===== config.mk =====
export PLATFORM = sky130hd
export DESIGN_NAME = pc_sequencer
export DESIGN_NICKNAME = d
export VERILOG_FILES = /design/src/rtl/pc_sequencer.sv
export SDC_FILE = /design/constraint.sdc
export NUM_CORES = 1
export LEC_CHECK = 0
export ABC_CLOCK_PERIOD_IN_PS = 2100
export CORE_ASPECT_RATIO = 1.4
export CORE_UTILIZATION = 40
export CTS_CLUSTER_DIAMETER = 50
export DETAILED_ROUTE_END_ITERATION = 16
export HOLD_SLACK_MARGIN = 0.12
export PLACE_DENSITY = 0.84
export SYNTH_ARGS = -nofsm -noshare
export SYNTH_HDL_FRONTEND = slang
export SYNTH_SLANG_ARGS = --single-unit

===== constraint.sdc =====
create_clock -name clk_i -period 2.1 [get_ports clk_i]
set_input_delay 0.21 -clock clk_i [delete_from_list [all_inputs] [get_ports clk_i]]
set_output_delay 0.21 -clock clk_i [all_outputs]
set_load 0.02 [all_outputs]

===== src/rtl/pc_sequencer.sv =====
// Program counter and instruction-fetch sequencer.
// Selects sequential advance, branch redirect or stall hold, and runs the imem req/ready handshake.
module pc_sequencer #(
    parameter logic [31:0] RESET_PC    = 32'h0000_0000,
    parameter int unsigned INSTR_BYTES = 4
) (
    input  logic        clk_i,
    input  logic        rst_i,
    input  logic        start_i,
    input  logic        stall_i,
    input  logic        branch_taken_i,
    input  logic [31:0] branch_addr_i,
    input  logic        imem_ready_i,
    output logic        imem_req_o,
    output logic [31:0] imem_addr_o,
    output logic [31:0] pc_o,
    output logic [31:0] pc_plus4_o,
    output logic        if_valid_o,
    output logic        if_flush_o,
    output logic        halted_o,
    output logic [31:0] fetch_count_o
);

    typedef enum logic [1:0] {StIdle, StFetch, StHalt} state_e;

    localparam logic [31:0] Incr = 32'(INSTR_BYTES);

    state_e      state_q, state_d;
    logic [31:0] pc_q, pc_d;
    logic        valid_q, valid_d;
    logic        flush_q, flush_d;
    logic        halted_q, halted_d;
    logic [31:0] count_q, count_d;

    always_ff @(posedge clk_i) begin
        if (rst_i) begin
            state_q  <= StIdle;
            pc_q     <= RESET_PC;
            valid_q  <= 1'b0;
            flush_q  <= 1'b0;
            halted_q <= 1'b0;
            count_q  <= 32'h0;
        end else begin
            state_q  <= state_d;
            pc_q     <= pc_d;
            valid_q  <= valid_d;
            flush_q  <= flush_d;
            halted_q <= halted_d;
            count_q  <= count_d;
        end
    end

    always_comb begin
        state_d  = state_q;
        pc_d     = pc_q;
        valid_d  = 1'b0;
        flush_d  = 1'b0;
        halted_d = halted_q;
        count_d  = count_q;
        unique case (state_q)
            StIdle: begin
                if (start_i) begin
                    state_d = StFetch;
                end
            end
            StFetch: begin
                // Stall wins over everything; ID keeps the branch so it is re-seen afterwards.
                if (!stall_i) begin
                    if (branch_taken_i) begin
                        flush_d = 1'b1;
                        if (branch_addr_i[1:0] != 2'b00) begin
                            state_d  = StHalt;
                            halted_d = 1'b1;
                        end else begin
                            pc_d = branch_addr_i;
                        end
                    end else if (imem_ready_i) begin
                        pc_d    = pc_q + Incr;
                        valid_d = 1'b1;
                        count_d = count_q + 32'd1;
                    end
                end
            end
            StHalt: begin
            end
            default: begin
                state_d = StIdle;
            end
        endcase
    end

    assign imem_req_o    = (state_q == StFetch);
    assign imem_addr_o   = pc_q;
    assign pc_o          = pc_q;
    assign pc_plus4_o    = pc_q + Incr;
    assign if_valid_o    = valid_q;
    assign if_flush_o    = flush_q;
    assign halted_o      = halted_q;
    assign fetch_count_o = count_q;

endmodule


==> results of run 1 <==
## per-layer routing
layer  part of all wire (%)  vias up  GRT usage, %  wire, um
li1                       -     2319             -         -
met1                     36     2386          26.1      5720
met2                     53      265          47.7      8380
met3                    7.3       68          7.57      1160
met4                    4.1        0          13.1       659
met5                      0        -             0         0
## synthesized netlist by cell type (5+ instances only)
library cell and number:
nor4_1 9, clkbuf_1 16, and3_1 16, inv_1 10, and4_1 8, buf_2 10
xor2_1 18, nand2_1 50, buf_4 34, o22ai_1 6, buf_1 5, nand4_1 18
a21oi_1 19, o41ai_1 5, nor3_1 14, nor2_1 57, a22oi_1 8, dfxtp_1 69
nand3_1 27, xnor2_1 33, o21ai_0 13, nor2b_1 7
## final cells by class
cell class	count	area share, %
Multi-Input combinational cell	388	38.6
Timing Repair Buffer	276	34.9
Sequential cell	69	19.6
Clock buffer	12	3.58
Tap cell	138	2.41
Inverter	11	0.577
Clock inverter	4	0.314
## per-stage QoR
step	hold WS, ns	power, mW	std cells
final	0.278	3.20	898
after global routing	0.287	3.29	898
after CTS	0.265	3.20	881
after detailed placement	0.454	1.79	861
after global placement	0.445	1.79	861
after floorplan	0.374	1.58	536
## cells by family after synthesis
kind of cell	count (synthesis)	share of synthesized area, %
buffers and inverters	79	10.2
AND/OR/NAND/NOR	241	31.2
XOR/XNOR	51	10.4
flip-flops	69	32.0
AO/OA/AOI/OAI	88	14.2
adder cells (fa/ha/maj)	2	0.580
multiplexers	6	1.45
## sequential cells by signal (all words and copies together), names as in the netlist
| signal | count |
|---|---|
| fetch_count_o | 32 |
| imem_addr_o | 32 |
| state_q | 2 |
| halted_o | 1 |
| if_flush_o | 1 |
| if_valid_o | 1 |
## what timing repair did
action,4_1_cts,5_1_grt
pin swaps,7,23
endpoints found under the setup margin,27,25
cloned,0,0
resized for setup,140,49
buffers inserted,4,17
## power by group through the flow
stage	Sequential (mW)	Clock [mW]	Combinational, mW
6_report	1.35	1.42	0.433
5_1_grt	1.35	1.49	0.457
4_1_cts	1.34	1.44	0.419
3_5_place_dp	1.37	0	0.422
3_3_place_gp	1.37	0	0.415
2_1_floorplan	1.39	0	0.187
## worst min-delay path by stage
| stage | start | end | slack (ns) | cells after the start |
|---|---|---|---|---|
| after floorplan | start_i | state_q[0] | 0.37 | 2 |
| final | rst_i | imem_addr_o[25] | 0.28 | 2 |
| after global routing | rst_i | imem_addr_o[25] | 0.29 | 2 |
| after CTS | rst_i | imem_addr_o[25] | 0.26 | 2 |
| after global placement | halted_o | halted_o | 0.45 | 2 |
| after detailed placement | halted_o | halted_o | 0.45 | 2 |
## critical path, stage by stage (launching register included)
cell and delay, ns:
dfxtp_2 0.37, nand4_4 0.16, buf_6 0.17, nor4_4 0.28, buf_6 0.18, buf_12 0.12, nand3_4 0.08, xnor2_2 0.17
buf_4 0.17
==> flow_metrics.py, run 1 <==
metrics = {
    "final_layout": {
        "regArea_sq_um": 1400,
        "area_delta_synth_final_pct": 66.0,
        "num_antenna_cells": 0,
        "layout_commonest_cell": "clkdlybuf4s50_1",
        "final_layout_size_suffix_gt1_share_pct": 28.9,
        "nFillCells": 742,
        "final_cell_mix": "clkdlybuf4s50_1, buf_4, nor2_1, dfxtp_1, nand2_1",
        "final_net_count": 795,
        "post-route-util_pct": 68.8,
        "design_area_sq_um": 7160,
        "multi_input_area_sq_um": 2760,
    },
    "status": {
        "violations": "negative setup slack",
        "outcome": "finished with violations",
    },
    "global_routing": {
        "antenna_found_initial": 0,
        "gr-total-overflow": 0,
        "grtUsageTotal_pct": 25.9,
        "grt_pass1_vias": 4909,
        "grt_max_degree": 57,
        "grt_first_pass_wirelength_um": 23700,
    },
    "route": {
        "post-route-drc-count": 0,
        "drt-wirelength-per-cell_um": 17.7,
        "via_count": 5038,
        "first_iter_violations": 286,
        "post_drt_via_cell_ratio": 5.61,
        "wl_um": 15900,
        "dr.pass1.iters": 7,
        "antenna_left": 0,
    },
    "worst_setup_path": {
        "rr_worst_depth": 5,
        "cp_max_fo": 5,
        "required_ns": 1.89,
        "crit_path_end": "pc_plus4_o[29]",
        "r2r_setup_slack_ns": 0.10,
        "cp-start-kind": "flop",
        "r2r_end": "fetch_count_o[29]",
        "crit_path_end_kind": "output port",
        "crit_type": "flop to output port",
        "r2r_start": "state_q[1]",
        "cp.arrival_ns": 2.02,
        "crit_start": "imem_addr_o[14]",
    },
    "power": {
        "peakVddDrop_mv": 0.451,
        "comb_power_share_pct": 13.5,
        "powerDensity_nw_per_um2": 447,
        "power_frac_clock_pct": 44.4,
        "seqPwrFrac_pct": 42.1,
        "p_int_mw": 2.40,
        "power_switching_share_pct": 25.1,
        "p_switching_mw": 0.803,
        "leakage_nw": 2.91,
    },
    "timing": {
        "finalCriticalPeriod_ns": 2.23,
        "tightest_slew_ns": 0.523,
        "max_freq_mhz": 449,
        "finalSetupViolCount": 12,
        "fin_crit_sh_pct": 106,
        "final-hold-violation-count": 0,
        "fin_skew_ns": 0.00692,
        "final-max-slew-violation-count": 0,
        "fin_ws_ns": -0.125,
        "rsz0062_at_grt": "yes",
        "tns_ns": -0.730,
        "slew_headroom_pct": 65.1,
    },
    "cts": {
        "clock_latency_ns": 0.33,
        "cts_tree": "done",
        "cts_buffer_depth": 2,
        "cts.reportedPaths.clkPinSlew_ns": 0.06,
        "cts.htree.levels": 3,
        "cts_root_buf": "clkbuf_16",
        "cts_buffers": 9,
        "ctsHoldBuffers": 0,
        "cts_sinks": 69,
    },
    "placed_design": {
        "dpl_cell_area_sq_um": 6500,
        "place_ws_ns": -0.260,
        "portBuffers": 169,
        "hpwl_um": 10900,
        "gp_congestion": 0.859,
    },
    "yosys": {
        "synth.distinct_cells": 64,
        "async_flop_share_pct": 0,
        "synth_top_area_share_pct": 32.0,
        "synthesis.nets": 576,
        "synthFlopType": "dfxtp_1",
        "synth_area_leaders": "dfxtp_1, xnor2_1, buf_4, nor2_1, nand2_1",
        "netlist_area_sq_um": 4310,
        "avgSynthCellArea_sq_um": 8.05,
        "synthCells": 536,
        "ys_seq_area_share_pct": 32.0,
        "synth_seq_cells": 69,
        "synth_largest_area_cell": "dfxtp_1",
        "ys.warnings.count": 0,
        "synth-edff-count": 0,
    },
    "die": {
        "chipHeight_um": 125,
        "boundaryPins": 170,
        "die_w_um": 89.8,
        "coreArea_sq_um": 10400,
        "rows": 44,
        "start_util_pct": 41.5,
        "dieArea_sq_um": 11200,
    },
    "hold_path": {
        "holdCritPathClass": "input pin to flop",
    },
    "job": {
        "cap_viol_max_count": 0,
    },
}
Note: power is estimated with default switching activity, not from simulation.
==> run 2, diff against run 1 <==
==> config.mk (replaced) <==
export PLATFORM = sky130hd
export DESIGN_NAME = pc_sequencer
export DESIGN_NICKNAME = d
export VERILOG_FILES = /design/src/rtl/pc_sequencer.sv
export SDC_FILE = /design/constraint.sdc
export NUM_CORES = 1
export LEC_CHECK = 0
export ABC_CLOCK_PERIOD_IN_PS = 2800
export CORE_ASPECT_RATIO = 1.4
export CORE_UTILIZATION = 48
export CTS_CLUSTER_DIAMETER = 50
export DETAILED_ROUTE_END_ITERATION = 16
export HOLD_SLACK_MARGIN = 0.12
export PLACE_DENSITY = 0.94
export SYNTH_ARGS = -nofsm -noshare
export SYNTH_HDL_FRONTEND = slang
export SYNTH_SLANG_ARGS = --single-unit
==> constraint.sdc (replaced) <==
create_clock -name clk_i -period 2.8 [get_ports clk_i]
set_input_delay 0.28 -clock clk_i [delete_from_list [all_inputs] [get_ports clk_i]]
set_output_delay 0.28 -clock clk_i [all_outputs]
set_load 0.02 [all_outputs]
==> flow_metrics.py, run 2 (same netlist as run 1, synthesis figures left out) <==
metrics = {
    "status": {
        "outcome": "completed",
    },
    "die": {
        "rows": 40,
        "die_w_um": 82.1,
        "chipHeight_um": 114,
        "start_util_pct": 49.8,
        "dieArea_sq_um": 9380,
        "coreArea_sq_um": 8660,
        "boundaryPins": 170,
    },
    "timing": {
        "finalSetupViolCount": 0,
        "fin_skew_ns": 0.0118,
        "tightest_slew_ns": 1.02,
        "fin_crit_sh_pct": 96.8,
        "slew_headroom_pct": 32.1,
        "tns_ns": 0,
        "max_freq_mhz": 369,
        "rsz0062_at_grt": "no",
        "final-hold-violation-count": 0,
        "whs_ns": 0.285,
        "finalCriticalPeriod_ns": 2.71,
        "final-max-slew-violation-count": 0,
        "fin_ws_ns": 0.0909,
    },
    "final_layout": {
        "design_area_sq_um": 6400,
        "final_net_count": 720,
        "num_antenna_cells": 0,
        "nFillCells": 607,
        "multi_input_area_sq_um": 2550,
        "final_layout_size_suffix_gt1_share_pct": 11.5,
        "layout_commonest_cell": "clkdlybuf4s50_1",
        "area_delta_synth_final_pct": 48.3,
        "final_cells": 790,
        "final_cell_mix": "clkdlybuf4s50_1, dfxtp_1, nor2_1",
        "regArea_sq_um": 1380,
    },
    "worst_setup_path": {
        "r2r_start": "state_q[1]",
        "cp_max_fo": 8,
        "crit_start": "imem_addr_o[2]",
        "cp.arrival_ns": 2.43,
        "crit_type": "flop to output port",
        "cp-start-kind": "flop",
        "required_ns": 2.52,
        "crit_path_end_kind": "output port",
    },
    "power": {
        "powerDensity_nw_per_um2": 412,
        "peakVddDrop_mv": 0.320,
        "leakage_nw": 2.59,
    },
    "cts": {
        "cts_tree": "done",
        "cts_buffer_depth": 2,
        "cts_sinks": 69,
        "clock_latency_ns": 0.33,
        "ctsHoldBuffers": 0,
        "cts.htree.levels": 3,
        "cts_root_buf": "clkbuf_16",
        "cts_buffers": 9,
        "cts.reportedPaths.clkPinSlew_ns": 0.06,
    },
    "placed_design": {
        "dpl_cell_area_sq_um": 5980,
        "portBuffers": 169,
        "place_ws_ns": 0.102,
        "hpwl_um": 9820,
        "dp_cells": 773,
        "gp_congestion": 0.892,
    },
    "route": {
        "post_drt_via_cell_ratio": 5.93,
        "drt-wirelength-per-cell_um": 17.6,
        "antenna_left": 0,
        "first_iter_violations": 333,
        "via_count": 4681,
        "dr.pass1.iters": 5,
        "wl_um": 13900,
        "post-route-drc-count": 0,
    },
    "hold_path": {
        "holdCritPathClass": "input pin to flop",
        "hold_path.startpoint": "rst_i",
    },
    "global_routing": {
        "gr-total-overflow": 0,
        "grt_first_pass_wirelength_um": 21200,
        "grt_pass1_vias": 4522,
        "grtUsageTotal_pct": 29.2,
        "antenna_found_initial": 0,
        "grt_max_degree": 66,
    },
    "job": {
        "cap_viol_max_count": 0,
    },
}
-- run 2: cell types whose count changed in the layout (fill, tap and decap cells not counted), sizes merged --
cell,before,now
buf,133,34
dlygate4sd2,3,4
bufinv,0,3
clkdlybuf4s50,140,151
dlymetal6s2s,0,10
clkinvlp,1,0
inv,10,11
clkinv,4,3
-- run 2: metal layers --
layer	vias to the layer above	share of wire [%]	global-route usage (%)
li1	2165	-	-
met1	2211	36	30.8
met2	254	52	51.2
met3	51	8.1	7.09
met4	0	4.2	16.7
met5	-	0	0
-- run 2: metrics by stage --
stage,total power [mW],util (%)
global route,2.71,73.9
finish,2.63,73.9
CTS,2.63,73.3
global placement,1.32,69.1
floorplan,1.18,-
detailed placement,1.32,69.1
-- run 2: power by group --
part | switching (mW) | total, mW | internal [mW]
registers | 0.0177 | 1.01 | 0.995
logic | 0.152 | 0.293 | 0.141
clock network | 0.435 | 1.33 | 0.894
total | 0.604 | 2.63 | 2.03
-- run 2: worst max-delay path, stage by stage (launching register included) --
cell,delay [ns]
dfxtp_1,0.34
ha_1,0.23
nand3_1,0.16
buf_4,0.21
nor2_1,0.25
xor2_1,0.26
clkdlybuf4s50_1,0.64
-- run 2: final timing paths --
path / depth (start not counted) / slack, ns / endpoint
hold reg to reg: 2 / 0.45 / halted_o
setup reg to reg: 5 / 0.50 / imem_addr_o[11]
setup / recovery: 6 / 0.09 / pc_plus4_o[8]
hold / removal: 2 / 0.28 / imem_addr_o[18]
-- run 2: cell type report --
cell class                      count  share of cell area, %
Clock buffer                       10                   3.73
Clock inverter                      6                   1.70
Inverter                           11                  0.645
Multi-Input combinational cell    388                   39.9
Sequential cell                    69                   21.6
Tap cell                          105                   2.05
Timing Repair Buffer              201                   30.4
-- run 2: what timing repair did --
| action | CTS | global route |
|---|---|---|
| pin swaps | 1 | 0 |
| gates resized for setup | 9 | 22 |
| setup endpoints to repair | 11 | 15 |
| setup buffers | 1 | 0 |
==> run 3, diff against run 2 <==
--- a/config.mk
+++ b/config.mk
@@ -6,12 +6,14 @@
 export NUM_CORES = 1
 export LEC_CHECK = 0
 export ABC_CLOCK_PERIOD_IN_PS = 2800
+export CELL_PAD_IN_SITES_DETAIL_PLACEMENT = 0
+export CELL_PAD_IN_SITES_GLOBAL_PLACEMENT = 1
 export CORE_ASPECT_RATIO = 1.4
-export CORE_UTILIZATION = 48
+export CORE_UTILIZATION = 30
 export CTS_CLUSTER_DIAMETER = 50
 export DETAILED_ROUTE_END_ITERATION = 16
 export HOLD_SLACK_MARGIN = 0.12
-export PLACE_DENSITY = 0.94
+export PLACE_DENSITY = 0.85
 export SYNTH_ARGS = -nofsm -noshare
 export SYNTH_HDL_FRONTEND = slang
 export SYNTH_SLANG_ARGS = --single-unit
==> flow_metrics.py, run 3 (same netlist as run 1, synthesis figures left out) <==
metrics = {
    "status": {
        "outcome": "completed",
    },
    "final_layout": {
        "design_area_sq_um": 6570,
        "final_cell_mix": "clkdlybuf4s50_1, dfxtp_1, nor2_1",
        "area_delta_synth_final_pct": 52.3,
        "final_layout_size_suffix_gt1_share_pct": 11.9,
        "multi_input_area_sq_um": 2540,
        "layout_commonest_cell": "clkdlybuf4s50_1",
        "num_antenna_cells": 0,
        "final_net_count": 726,
        "nFillCells": 1316,
        "regArea_sq_um": 1380,
    },
    "route": {
        "first_iter_violations": 164,
        "post_drt_via_cell_ratio": 5.13,
        "via_count": 4491,
        "dr.pass1.iters": 6,
        "antenna_left": 0,
        "wl_um": 13700,
        "post-route-drc-count": 0,
        "drt-wirelength-per-cell_um": 15.6,
    },
    "cts": {
        "cts.htree.levels": 3,
        "cts_sinks": 69,
        "cts_buffers": 9,
        "cts_buffer_depth": 2,
        "cts.reportedPaths.clkPinSlew_ns": 0.06,
        "cts_tree": "done",
        "cts_root_buf": "clkbuf_16",
        "clock_latency_ns": 0.33,
    },
    "worst_setup_path": {
        "cp_max_fo": 8,
        "cp-start-kind": "flop",
        "critPathMostFrequentCell": "buf_4",
        "path_cells": "nand4_2, buf_4, nor4_4, buf_4, nand2_1, xnor2_1, clkdlybuf4s50_1",
        "crit_path_end_kind": "output port",
        "required_ns": 2.52,
        "cp.arrival_ns": 2.43,
        "crit_type": "flop to output port",
        "crit_slowest_cell": "clkdlybuf4s50_1",
        "cpLargestDelayFamily": "buffers and inverters",
        "path_buf_inv": 3,
        "cpPeakStageDelay_ns": 0.62,
    },
    "timing": {
        "slew_headroom_pct": 57.4,
        "final-max-slew-violation-count": 0,
        "whs_ns": 0.403,
        "final-hold-violation-count": 0,
        "tightest_slew_ns": 0.639,
        "fin_skew_ns": 0.00910,
        "finalSetupViolCount": 0,
        "fin_crit_sh_pct": 96.7,
        "finalCriticalPeriod_ns": 2.71,
        "max_freq_mhz": 370,
    },
    "die": {
        "coreArea_sq_um": 14000,
        "boundaryPins": 170,
        "rows": 51,
        "die_w_um": 103,
        "start_util_pct": 30.9,
        "chipHeight_um": 144,
        "dieArea_sq_um": 14900,
    },
    "global_routing": {
        "grtUsageTotal_pct": 18.5,
        "grt_first_pass_wirelength_um": 21500,
        "grt_pass1_vias": 4371,
        "grt_max_degree": 66,
        "antenna_found_initial": 0,
        "gr-total-overflow": 0,
    },
    "placed_design": {
        "hpwl_um": 10300,
        "dpl_cell_area_sq_um": 6140,
        "portBuffers": 169,
        "gp_congestion": 0.817,
    },
    "power": {
        "powerDensity_nw_per_um2": 414,
        "leakage_nw": 2.60,
        "peakVddDrop_mv": 0.330,
    },
    "hold_path": {
        "holdCritPathClass": "input pin to flop",
    },
    "job": {
        "cap_viol_max_count": 0,
    },
}
## run 3: path summary, 6_finish.rpt
path / depth (start not counted) / endpoint / slack, ns / from
hold / removal: 4 / if_flush_o / 0.40 / branch_taken_i
hold reg to reg: 2 / halted_o / 0.45 / halted_o
setup reg to reg: 5 / fetch_count_o[22] / 0.61 / state_q[1]
setup / recovery: 7 / pc_plus4_o[23] / 0.09 / imem_addr_o[13]
## run 3: report_power, final
part	leakage [nW]	switching, mW	internal, mW
Combinational	1.86	0.151	0.145
Sequential	0.557	0.0168	0.995
Clock	0.183	0.431	0.984
Total	2.60	0.599	2.12
## run 3: worst min-delay path: cells and delay by family
kind,cells,cell delay (ns)
buffers and inverters,2,0.26
AND/OR/NAND/NOR,2,0.15
## run 3: area by class of cell
class,instances,share of cell area (%)
multi-input cells,388,38.7
repair buffers,207,30.5
flip-flops and latches,69,21.0
clock buffers,10,3.64
well taps,185,3.52
clock inverters,6,2.04
inverters,11,0.629
## run 3: per-stage QoR
step	setup WS, ns	TNS, ns	cells	util (%)	power (mW)
after floorplan	0.332	0	536	-	1.18
after global placement	0.235	0	860	43.9	1.33
after detailed placement	0.164	0	860	43.9	1.33
after CTS	-0.108	-0.108	876	46.6	2.75
after global routing	-0.00950	-0.00950	876	47.0	2.82
final	0.0937	0	876	47.0	2.72
## run 3: what timing repair did
| action | CTS | global route |
|---|---|---|
| setup endpoints to repair | 9 | 13 |
| gates resized for setup | 7 | 17 |
| hold buffers | 0 | 0 |
| hold endpoints to repair | 0 | 0 |
| buffers inserted | 0 | 0 |
| pin swaps | 0 | 0 |
## run 3: metal layers
layer / wire length (um) / GRT usage, % / up-vias / part of all wire [%]
li1: - / - / 2187 / -
met1: 5420 / 20.3 / 2143 / 40
met2: 7360 / 34.4 / 142 / 54
met3: 683 / 3.75 / 19 / 5.0
met4: 194 / 6.67 / 0 / 1.4
met5: 0 / 0 / - / 0
